## config.mk

```make
export PLATFORM = sky130hd
export DESIGN_NAME = vga_timing_gen
export DESIGN_NICKNAME = d
export VERILOG_FILES = /design/src/rtl/vga_pkg.sv /design/src/rtl/vga_delay_line.sv /design/src/rtl/vga_timing_gen.sv
export SDC_FILE = /design/constraint.sdc
export NUM_CORES = 1
export LEC_CHECK = 0
export ABC_AREA = 1
export CAP_MARGIN = 10
export CELL_PAD_IN_SITES_DETAIL_PLACEMENT = 0
export CELL_PAD_IN_SITES_GLOBAL_PLACEMENT = 1
export CORE_ASPECT_RATIO = 1.1
export CORE_MARGIN = 2
export CORE_UTILIZATION = 39
export DETAILED_ROUTE_END_ITERATION = 12
export HOLD_SLACK_MARGIN = 0.03
export PLACE_DENSITY_LB_ADDON = 0.1
export SYNTH_ARGS = -nofsm -noshare
export SYNTH_HDL_FRONTEND = slang
export SYNTH_HIERARCHICAL = 1
export SYNTH_SLANG_ARGS = --single-unit
```

## constraint.sdc

```tcl
create_clock -name CLOCK_50 -period 2.9 [get_ports CLOCK_50]
set_input_delay 0.29 -clock CLOCK_50 [delete_from_list [all_inputs] [get_ports CLOCK_50]]
set_output_delay 0.29 -clock CLOCK_50 [all_outputs]
set_load 0.01 [all_outputs]
```

## src/rtl/vga_pkg.sv

```systemverilog
// Shared definitions for the VGA timing generator: default 640x480@60
// timing, test-pattern encodings and a line/frame total helper.
package vga_pkg;

    // Default 640x480@60 timing (25 MHz pixel clock from a 50 MHz system clock)
    localparam int unsigned DEF_CLK_DIV  = 2;
    localparam int unsigned DEF_H_ACTIVE = 640;
    localparam int unsigned DEF_H_FP     = 16;
    localparam int unsigned DEF_H_SYNC   = 96;
    localparam int unsigned DEF_H_BP     = 48;
    localparam int unsigned DEF_V_ACTIVE = 480;
    localparam int unsigned DEF_V_FP     = 10;
    localparam int unsigned DEF_V_SYNC   = 2;
    localparam int unsigned DEF_V_BP     = 33;

    // Pixel source selected by pattern_sel, latched once per frame
    typedef enum logic [1:0] {
        PAT_EXT   = 2'd0,
        PAT_BARS  = 2'd1,
        PAT_CHECK = 2'd2,
        PAT_BLACK = 2'd3
    } pattern_e;

    // Total pixels per line or lines per frame
    function automatic int unsigned timing_total(
        input int unsigned active_len,
        input int unsigned fp_len,
        input int unsigned sync_len,
        input int unsigned bp_len
    );
        return active_len + fp_len + sync_len + bp_len;
    endfunction

endpackage

```

## src/rtl/vga_delay_line.sv

```systemverilog
// Pixel-tick-enabled delay line used to align sync/blank/pattern data with
// the latency of the external RGB source. DEPTH = 0 degenerates to a wire.
module vga_delay_line #(
    parameter int unsigned WIDTH = 1,
    parameter int unsigned DEPTH = 1
) (
    input  logic             CLOCK_50,
    input  logic             reset,
    input  logic             en,
    input  logic [WIDTH-1:0] d,
    output logic [WIDTH-1:0] q
);

    generate
        if (DEPTH == 0) begin : g_wire
            // Clock, reset and enable are not needed when the line is a plain wire
            logic unused_ctrl;
            assign unused_ctrl = CLOCK_50 ^ reset ^ en;
            assign q = d;
        end else begin : g_regs
            logic [WIDTH-1:0] stage_q [DEPTH];

            // Shift one stage per pixel tick
            always_ff @(posedge CLOCK_50 or posedge reset) begin
                // NOTE: every stage is reset because it carries sync and blank
                // state; leaving it unreset would emit sync glitches after reset.
                if (reset) begin
                    for (int i = 0; i < DEPTH; i++) begin
                        stage_q[i] <= '0;
                    end
                end else if (en) begin
                    stage_q[0] <= d;
                    for (int i = 1; i < DEPTH; i++) begin
                        stage_q[i] <= stage_q[i-1];
                    end
                end
            end

            assign q = stage_q[DEPTH-1];
        end
    endgenerate

endmodule

```

## src/rtl/vga_timing_gen.sv

```systemverilog
// Parametrised VGA timing generator: pixel-clock enable, h/v counters,
// sync/blank decode delayed to match the RGB source latency, per-frame
// latched test patterns and a frame counter.
module vga_timing_gen
    import vga_pkg::*;
#(
    parameter int unsigned CLK_DIV    = DEF_CLK_DIV,
    parameter int unsigned H_ACTIVE   = DEF_H_ACTIVE,
    parameter int unsigned H_FP       = DEF_H_FP,
    parameter int unsigned H_SYNC     = DEF_H_SYNC,
    parameter int unsigned H_BP       = DEF_H_BP,
    parameter int unsigned V_ACTIVE   = DEF_V_ACTIVE,
    parameter int unsigned V_FP       = DEF_V_FP,
    parameter int unsigned V_SYNC     = DEF_V_SYNC,
    parameter int unsigned V_BP       = DEF_V_BP,
    parameter bit          HS_POL     = 1'b0,
    parameter bit          VS_POL     = 1'b0,
    parameter int unsigned COLOR_BITS = 1,
    parameter int unsigned PIPE_LAT   = 1,
    parameter int unsigned CW         = 10
) (
    input  logic                    CLOCK_50,
    input  logic                    reset,
    input  logic [3*COLOR_BITS-1:0] rgb_in,
    input  logic [1:0]              pattern_sel,
    output logic [CW-1:0]           x,
    output logic [CW-1:0]           y,
    output logic                    pix_en,
    output logic                    VGA_HS,
    output logic                    VGA_VS,
    output logic [COLOR_BITS-1:0]   VGA_R,
    output logic [COLOR_BITS-1:0]   VGA_G,
    output logic [COLOR_BITS-1:0]   VGA_B,
    output logic                    active,
    output logic                    frame_start,
    output logic [7:0]              frame_cnt
);

    localparam int unsigned H_TOTAL = timing_total(H_ACTIVE, H_FP, H_SYNC, H_BP);
    localparam int unsigned V_TOTAL = timing_total(V_ACTIVE, V_FP, V_SYNC, V_BP);
    localparam int unsigned DW      = (CLK_DIV > 1) ? $clog2(CLK_DIV) : 1;
    localparam int unsigned RGB_W   = 3 * COLOR_BITS;
    localparam int unsigned DL_W    = 3 + RGB_W;

    localparam logic [DW-1:0] DIV_LAST     = DW'(CLK_DIV - 1);
    localparam logic [CW-1:0] H_LAST       = CW'(H_TOTAL - 1);
    localparam logic [CW-1:0] V_LAST       = CW'(V_TOTAL - 1);
    localparam logic [CW-1:0] H_ACT        = CW'(H_ACTIVE);
    localparam logic [CW-1:0] V_ACT        = CW'(V_ACTIVE);
    localparam logic [CW-1:0] H_SYNC_START = CW'(H_ACTIVE + H_FP);
    localparam logic [CW-1:0] H_SYNC_END   = CW'(H_ACTIVE + H_FP + H_SYNC);
    localparam logic [CW-1:0] V_SYNC_START = CW'(V_ACTIVE + V_FP);
    localparam logic [CW-1:0] V_SYNC_END   = CW'(V_ACTIVE + V_FP + V_SYNC);
    localparam logic [CW-1:0] BAR_W        = CW'(H_ACTIVE / 8);

    // Divider and counter state
    logic [DW-1:0]    div_q, div_d;
    logic             pix_en_q, pix_en_d;
    logic [CW-1:0]    x_q, x_d;
    logic [CW-1:0]    y_q, y_d;
    logic [7:0]       frame_cnt_q, frame_cnt_d;
    pattern_e         pat_q, pat_d;
    logic             frame_start_c;

    // Issue-stage decode
    pattern_e         pat_issue;
    logic             hs_i, vs_i, act_i;
    logic [2:0]       bar_idx;
    logic [RGB_W-1:0] pat_rgb;

    // Delayed decode
    logic [DL_W-1:0]  dl_d, dl_q;
    logic             hs_p, vs_p, act_p;
    logic [RGB_W-1:0] pat_rgb_p;

    // Output register
    logic             hs_q, vs_q, act_q;
    logic [RGB_W-1:0] rgb_q, rgb_d;

    // A frame begins on the tick that sees the counters at the origin
    assign frame_start_c = pix_en_q && (x_q == '0) && (y_q == '0);

    // Divider next state; the tick is registered so it lines up with the last count
    always_comb begin
        div_d    = (div_q == DIV_LAST) ? '0 : div_q + DW'(1);
        pix_en_d = (div_d == DIV_LAST);
    end

    // Counter, frame count and pattern latch next state, advanced only on a tick
    always_comb begin
        // NOTE: every variable gets a hold-value default first so no path
        // through the conditionals leaves it unassigned and infers a latch.
        x_d         = x_q;
        y_d         = y_q;
        frame_cnt_d = frame_cnt_q;
        pat_d       = pat_q;
        if (pix_en_q) begin
            if (x_q == H_LAST) begin
                x_d = '0;
                y_d = (y_q == V_LAST) ? '0 : y_q + CW'(1);
            end else begin
                x_d = x_q + CW'(1);
            end
            if (frame_start_c) begin
                frame_cnt_d = frame_cnt_q + 8'd1;
                pat_d       = pattern_e'(pattern_sel);
            end
        end
    end

    // Divider, tick, counters and the per-frame pattern latch
    always_ff @(posedge CLOCK_50 or posedge reset) begin
        // NOTE: state uses non-blocking assignments so every register samples
        // the pre-edge values regardless of statement order.
        if (reset) begin
            div_q       <= '0;
            pix_en_q    <= 1'b0;
            x_q         <= '0;
            y_q         <= '0;
            frame_cnt_q <= '0;
            pat_q       <= PAT_EXT;
        end else begin
            div_q       <= div_d;
            pix_en_q    <= pix_en_d;
            x_q         <= x_d;
            y_q         <= y_d;
            frame_cnt_q <= frame_cnt_d;
            pat_q       <= pat_d;
        end
    end

    // On the frame-start tick the new selection is not latched yet, so use it directly
    assign pat_issue = frame_start_c ? pattern_e'(pattern_sel) : pat_q;

    assign hs_i    = (x_q >= H_SYNC_START) && (x_q < H_SYNC_END);
    assign vs_i    = (y_q >= V_SYNC_START) && (y_q < V_SYNC_END);
    assign act_i   = (x_q < H_ACT) && (y_q < V_ACT);
    assign bar_idx = 3'(x_q / BAR_W);

    // Built-in pattern colour for the coordinate being issued
    always_comb begin
        pat_rgb = '0;
        case (pat_issue)
            PAT_BARS:  pat_rgb = {{COLOR_BITS{bar_idx[2]}},
                                  {COLOR_BITS{bar_idx[1]}},
                                  {COLOR_BITS{bar_idx[0]}}};
            PAT_CHECK: pat_rgb = {RGB_W{x_q[5] ^ y_q[5]}};
            default:   pat_rgb = '0;
        endcase
    end

    assign dl_d = {hs_i, vs_i, act_i, pat_rgb};

    vga_delay_line #(
        .WIDTH (DL_W),
        .DEPTH (PIPE_LAT)
    ) u_delay (
        .CLOCK_50 (CLOCK_50),
        .reset    (reset),
        .en       (pix_en_q),
        .d        (dl_d),
        .q        (dl_q)
    );

    assign {hs_p, vs_p, act_p, pat_rgb_p} = dl_q;

    // Colour mux: blanked pixels are black, otherwise source chosen by the latched pattern
    always_comb begin
        rgb_d = '0;
        if (act_p) begin
            case (pat_q)
                PAT_EXT:             rgb_d = rgb_in;
                PAT_BARS, PAT_CHECK: rgb_d = pat_rgb_p;
                default:             rgb_d = '0;
            endcase
        end
    end

    // Output register, updated once per pixel tick
    always_ff @(posedge CLOCK_50 or posedge reset) begin
        if (reset) begin
            hs_q  <= ~HS_POL;
            vs_q  <= ~VS_POL;
            act_q <= 1'b0;
            rgb_q <= '0;
        end else if (pix_en_q) begin
            hs_q  <= hs_p ? HS_POL : ~HS_POL;
            vs_q  <= vs_p ? VS_POL : ~VS_POL;
            act_q <= act_p;
            rgb_q <= rgb_d;
        end
    end

    assign x           = x_q;
    assign y           = y_q;
    assign pix_en      = pix_en_q;
    assign frame_start = frame_start_c;
    assign frame_cnt   = frame_cnt_q;
    assign VGA_HS      = hs_q;
    assign VGA_VS      = vs_q;
    assign active      = act_q;
    assign VGA_R       = rgb_q[3*COLOR_BITS-1 -: COLOR_BITS];
    assign VGA_G       = rgb_q[2*COLOR_BITS-1 -: COLOR_BITS];
    assign VGA_B       = rgb_q[COLOR_BITS-1:0];

endmodule

```

Yosys cells after proc, flatten, opt, wreduce, memory -nomap -nowiden
Cells that the tools add are included.
- reduce and logical (&&, ||, !) cells: 11
- multiplexer cells: 9
- equality and inequality tests: 6
- div/mod/pow operators: 1
- order comparisons: 6
- add/subtract/negate cells: 4
- bitwise logic cells: 1
- operator list (operator ; count):
    10-bit by 1-bit adder with 10-bit output, second input constant ; 2
    10-bit equality test, second input constant ; 2
    10-bit logical NOT ; 2
    10-bit < comparator, second input constant ; 2
    10-bit by 9-bit < comparator with 1-bit output, second input constant ; 2
    10-bit 2-to-1 mux ; 2
    3-bit one-hot mux with 2 select lines ; 2
    10-bit by 7-bit divider with 10-bit output, second input constant ; 1
    10-bit greater-or-equal comparator, second input constant ; 1
    10-bit by 9-bit greater-or-equal comparator with 1-bit output, second input constant ; 1
    8-bit by 1-bit adder with 8-bit output, second input constant ; 1
    1-bit logical AND ; 5
    2-bit by 1-bit equality test with 1-bit output, second input constant ; 2
    2-bit equality test, second input constant ; 2
    2-bit AND reduction ; 2
    1-bit 2-to-1 mux ; 3
    3-bit 2-to-1 mux ; 1
    2-bit logical NOT ; 1
    2-bit 2-to-1 mux ; 1
    2-bit OR reduction ; 1
    1-bit adder, second input constant ; 1
    1-bit bitwise XOR ; 1
- bits of input ports: 7
- output and inout bits: 36
- register bits after elaboration: 43

Longest topological paths before layout
- depth after elaboration: 6
- depth in mapped cells: 14

Hierarchy
Netlist, hierarchy kept.
- modules (own cells, without submodules) (module ; instances ; cells an instance ; sequential area each (µm²) ; area an instance (µm²)):
    vga_timing_gen ; 1 ; 320 ; 928.4 ; 2453.6
    vga_delay_line ; 1 ; 26 ; 150.1 ; 225.2

Least setup slack after synthesis
No wires, ideal clock.
- kind: reg2reg
- start: reg y_q[0] (netlist: y[0])
- end: reg u_delay.g_regs.stage_q, in the netlist u_delay/q[1]
- setup slack: 849 ps
- buffers on the path: 0
- arrival: 1935 ps
- stages on the path, launching flop included: 14
- period minus slack after synthesis: 2051 ps
- setup time: 117 ps
- cell sequence: dfrtp_1 inv_1 ha_1 inv_1 nor3_2 nand3_2 o21ai_2 inv_1 ha_1 a21boi_2 nand2_1 a21oi_1 nand2_1 nand2_1
- word-level cells in the longest chain between the ends: 5
- elaborated cells on any way between the ends: 6
- classes of those cells: eq/ne: 2; mux: 2; reduce/logical: 2
- ends and longest elaborated chain (element ; RTL line ; text):
    from (decl) ; vga_timing_gen.sv:60 ; logic [CW-1:0] y_q, y_d;
    from (signal assigned) ; vga_timing_gen.sv:126 ; y_q <= y_d;
    10-bit logical NOT * ; vga_timing_gen.sv:81 ; assign frame_start_c = pix_en_q && (x_q == '0) && (y_q == '0);
    1-bit logical AND * ; vga_timing_gen.sv:81 ;
    2-bit 2-to-1 mux * ; -- ;
    via pat_issue[0] ; vga_timing_gen.sv:66 ; pattern_e pat_issue;
    2-bit equality test or 2-bit by 1-bit equality test with 1-bit output (tied branches) ; vga_timing_gen.sv:143 ; case (pat_issue)
    3-bit one-hot mux with 2 select lines * ; vga_timing_gen.sv:143 ;
    via pat_rgb[1] ; vga_timing_gen.sv:69 ; logic [RGB_W-1:0] pat_rgb;
    to (signal, indexed assignment) ; vga_delay_line.sv:34 ; stage_q[i] <= stage_q[i-1];
    to (decl) ; vga_delay_line.sv:21 ; logic [WIDTH-1:0] stage_q [DEPTH];
The timed path passes the listed nets; every way through them passes the cells marked *.
A chain may end at the register's enable or synchronous reset.

Worst setup path after layout
- start: reg x_q[1] (netlist: x[1])
- end: out frame_start
- word-level cells in the longest chain between the ends: 3
- ends and longest elaborated chain (element ; RTL line ; text):
    from (decl) ; vga_timing_gen.sv:59 ; logic [CW-1:0] x_q, x_d;
    from (signal assigned) ; vga_timing_gen.sv:118 ; x_q <= '0;
    from (signal assigned) ; vga_timing_gen.sv:125 ; x_q <= x_d;
    10-bit logical NOT ; vga_timing_gen.sv:81 ;
    1-bit logical AND (2 in a row) ; vga_timing_gen.sv:81 ;
    to (decl) ; vga_timing_gen.sv:35 ; output logic frame_start,
No other way between the ends.

==> impl_metrics.env <==
export IMPL_clock_path_buffers=2
export IMPL_worst_slew_pin_slew_ps=781
export IMPL_cts_tree="yes"
export IMPL_syn_avg_cell_area_sq_um=7.74
export IMPL_areaGrowthSynthToFinish_pct=22.0
export IMPL_criticalPathCategory="reg -> out"
export IMPL_mappedNetlistArea_sq_mm=0.00268
export IMPL_synthXorXnorAreaFrac_pct=4.25
export IMPL_worstPathCellList="inv_1 > ha_1 > nand3_1 > nor3_1 > nand2_1 > nor3_1 > clkdlybuf4s50_1"
export IMPL_r2r_setup_slack_ps=680
export IMPL_use_met3_pct=3.47
export IMPL_drv_slew=0
export IMPL_hpwlAfterDp_microns=4640
export IMPL_track_usage_pct=17.1
export IMPL_synth_fa_ha_area_share_pct=4.67
export IMPL_synth_net_count=363
export IMPL_grt_max_degree=20
export IMPL_initial_utilization_pct=40.4
export IMPL_grt_pass1_vias=2245
export IMPL_nets=408
export IMPL_cpMostUsedCell="nor3_1"
export IMPL_synth_top_family_by_area="simple AND/OR/NAND/NOR gates"
export IMPL_dp_cells=466
export IMPL_comb_power_share_pct=4.0
export IMPL_p_sw_uw=227
export IMPL_clock_latency_ps=290
export IMPL_hold_ws_ps=235
export IMPL_p_leak_uw=0.00156
export IMPL_synth_top_area_cell="dfrtp_1"
export IMPL_synth_compound_gate_area_share_pct=9.57
export IMPL_io_pins=43
export IMPL_critPathSlowestCell="clkdlybuf4s50_1"
export IMPL_dieArea_sq_mm=0.00755
export IMPL_num_antenna_cells=0
export IMPL_met1_usage_pct=23.1
export IMPL_synthMuxAreaShare_pct=0
export IMPL_ctsRootBufferMaster="clkbuf_8"
export IMPL_cts_htree_levels=2
export IMPL_r2r_start="y[0]$_DFFE_PP0P_"
export IMPL_grt_pass1_wl_microns=10500
export IMPL_finClkSkew_ps=6.29
export IMPL_die_w_microns=83.0
export IMPL_fin_crit_ps=2410
export IMPL_viasPerCell=4.84
export IMPL_finalSetupTns_ps=0
export IMPL_ys_types=37
export IMPL_antenna_found_initial=0
export IMPL_synth_simple_gate_area_share_pct=31.8
export IMPL_cts_buffers=5
export IMPL_cts_sinks=43
export IMPL_pwr_share_seq_pct=56.6
export IMPL_postRouteAntennaNets=0
export IMPL_row_count=31
export IMPL_cp_max_fo=4
export IMPL_vdd_drop_max_mv=0.192
export IMPL_drive_gt1_share_pct=10.7
export IMPL_rsz0062_at_grt="false"
export IMPL_grt_overflow=0
export IMPL_power_density_mw_per_mm2=326
export IMPL_synth_seq_area_share_pct=40.3
export IMPL_worstReg2RegEnd="u_delay/q[1]$_DFFE_PP0P_"
export IMPL_syn_inst=346
export IMPL_cap_violations=0
export IMPL_slew_headroom_pct=47.9
export IMPL_internal_power_uw=839
export IMPL_clk_pin_slew_worst_paths_ps=80
export IMPL_max_freq_ghz=0.415
export IMPL_crit_required_ps=2610
export IMPL_layout_commonest_cell="nand2_1"
export IMPL_drt_wl_total_microns=6110
export IMPL_end_kind="output port"
export IMPL_yosysWarnings=6
export IMPL_cts_hold_fix_buffers=0
export IMPL_fin_ws_ps=488
export IMPL_io_buffers=42
export IMPL_synth_area_leaders="dfrtp_1, nand2_1, inv_1, ha_1, nand3_1"
export IMPL_gp_congestion=0.787
export IMPL_finalSetupViolations=0
export IMPL_postCtsSetupBuffers=0
export IMPL_start_kind="register"
export IMPL_arrival_ps=2120
export IMPL_finalCritPeriodShare_pct=83.2
export IMPL_p_sw_share_pct=21.3
export IMPL_drcViolationCount=0
export IMPL_cp_slowest_stage_delay_ps=580
export IMPL_busiest_layer="met2"
export IMPL_ys_ff_latch=43
export IMPL_min_path_type="in -> async"
export IMPL_netlist_area_leader_share_pct=38.3
export IMPL_multi_input_area_sq_mm=0.00135
export IMPL_layoutNonFillerInstCount=474
export IMPL_r2r_cells=13
export IMPL_grt_met2_usage_pct=27.8
export IMPL_finalHoldViolations=0
export IMPL_first_pass_iters=4
export IMPL_clock_power_share_pct=39.4
export IMPL_fillers=649
export IMPL_initialDrtViolationCount=41
export IMPL_vias=2293
export IMPL_ctsResizeCount=0
export IMPL_status="finished, final reports clean"
export IMPL_place_ws_ps=680
export IMPL_final_cell_mix="nand2_1, clkdlybuf4s50_1, dfrtp_1, inv_1, nand3_1"
export IMPL_post_drt_wl_per_cell_microns=12.9
export IMPL_die_y_microns=90.9
export IMPL_coreArea_sq_mm=0.00663
export IMPL_ff_latch_area_sq_mm=0.00108
-- kinds of logic (layout without fill, tap and decap cells) --
family	Yosys count	after routing
and+or+nand+nor	181	181
buffers and inverters	56	102
AOI/OAI and AO/OA	43	43
DFF	43	43
xor gates and xnor gates	13	13
adders and majority gates	10	10
-- final cells by class --
class	instances	area share (%)
tap	82	3.14
sequential	43	33.0
inverter	49	5.67
timing repair buffer	45	13.9
multi-input combinational	247	41.2
clock buffer	8	3.06
-- sequential cells by signal, indices dropped and copies added (netlist names) --
name	count
u_delay/q	6
y	10
VGA_VS	1
active	1
frame_cnt	8
pix_en	1
x	10
pat_q	2
rgb_q	3
VGA_HS	1
-- power by group through the flow --
stage / clock network (uW) / logic [uW] / registers, uW
floorplan: 0 / 21.3 / 616
global placement: 0 / 44.1 / 615
detailed placement: 0 / 44.1 / 615
CTS: 437 / 44.5 / 603
global route: 468 / 49.8 / 604
finish: 420 / 42.6 / 603
-- cell usage after synthesis --
| cell type | count |
|---|---|
| dfstp_2 | 2 |
| a211oi_1 | 1 |
| nand3_1 | 23 |
| clkinv_2 | 1 |
| a21boi_2 | 1 |
| a21oi_1 | 8 |
| buf_6 | 5 |
| nand2_1 | 104 |
| dfrtp_1 | 41 |
| nor3_1 | 12 |
| buf_4 | 1 |
| o21ai_1 | 5 |
| inv_2 | 9 |
| nor3_2 | 5 |
| nor3_4 | 1 |
| xnor2_1 | 1 |
| o21ai_0 | 19 |
| nor2_1 | 17 |
| o31ai_1 | 1 |
| a31oi_1 | 1 |
| nand3_2 | 2 |
| nand4_1 | 6 |
| nor2_2 | 1 |
| xor2_1 | 12 |
| nor2_4 | 3 |
| buf_2 | 1 |
| nand3b_1 | 1 |
| ha_1 | 10 |
| o21ai_2 | 2 |
| nor4_1 | 1 |
| inv_1 | 39 |
| or2_2 | 1 |
| a22o_1 | 3 |
| o2111a_1 | 1 |
| a2111oi_0 | 1 |
| nand2_2 | 2 |
| nand4_2 | 2 |
-- metrics by stage --
| stage | area [sq um] | total power, uW | util [%] |
|---|---|---|---|
| floorplan | 2680 | 637 | - |
| global placement | 3170 | 659 | 47.8 |
| detailed placement | 3170 | 659 | 47.8 |
| CTS | 3270 | 1090 | 49.3 |
| global route | 3270 | 1120 | 49.3 |
| finish | 3270 | 1070 | 49.3 |
-- routing by layer --
metal,vias to the layer above,share of wire (%)
met5,-,0
met4,0,1.2
met3,5,3.1
met2,41,47
met1,1042,49
li1,1205,-
-- how the worst max path moves through the flow --
| stage | from | slack [ps] | cells after the start | end |
|---|---|---|---|---|
| after detailed placement | y[0]$_DFFE_PP0P_ | 680 | 13 | u_delay/q[1]$_DFFE_PP0P_ |
| final | x[1]$_DFFE_PP0P_ | 490 | 7 | frame_start |
| after CTS | x[1]$_DFFE_PP0P_ | 440 | 7 | frame_start |
| after global routing | x[1]$_DFFE_PP0P_ | 310 | 7 | frame_start |
| after floorplan | y[0]$_DFFE_PP0P_ | 850 | 13 | u_delay/q[1]$_DFFE_PP0P_ |
| after global placement | y[0]$_DFFE_PP0P_ | 770 | 13 | u_delay/q[1]$_DFFE_PP0P_ |
-- critical path, delay by kind of cell (launching register included) --
family                   cells  cell delay, ps
buffers and inverters        2             670
AND/OR/NAND/NOR              4             600
flip-flops                   1             420
adder cells (fa/ha/maj)      1             130
Power figures use the tool's default switching activity.
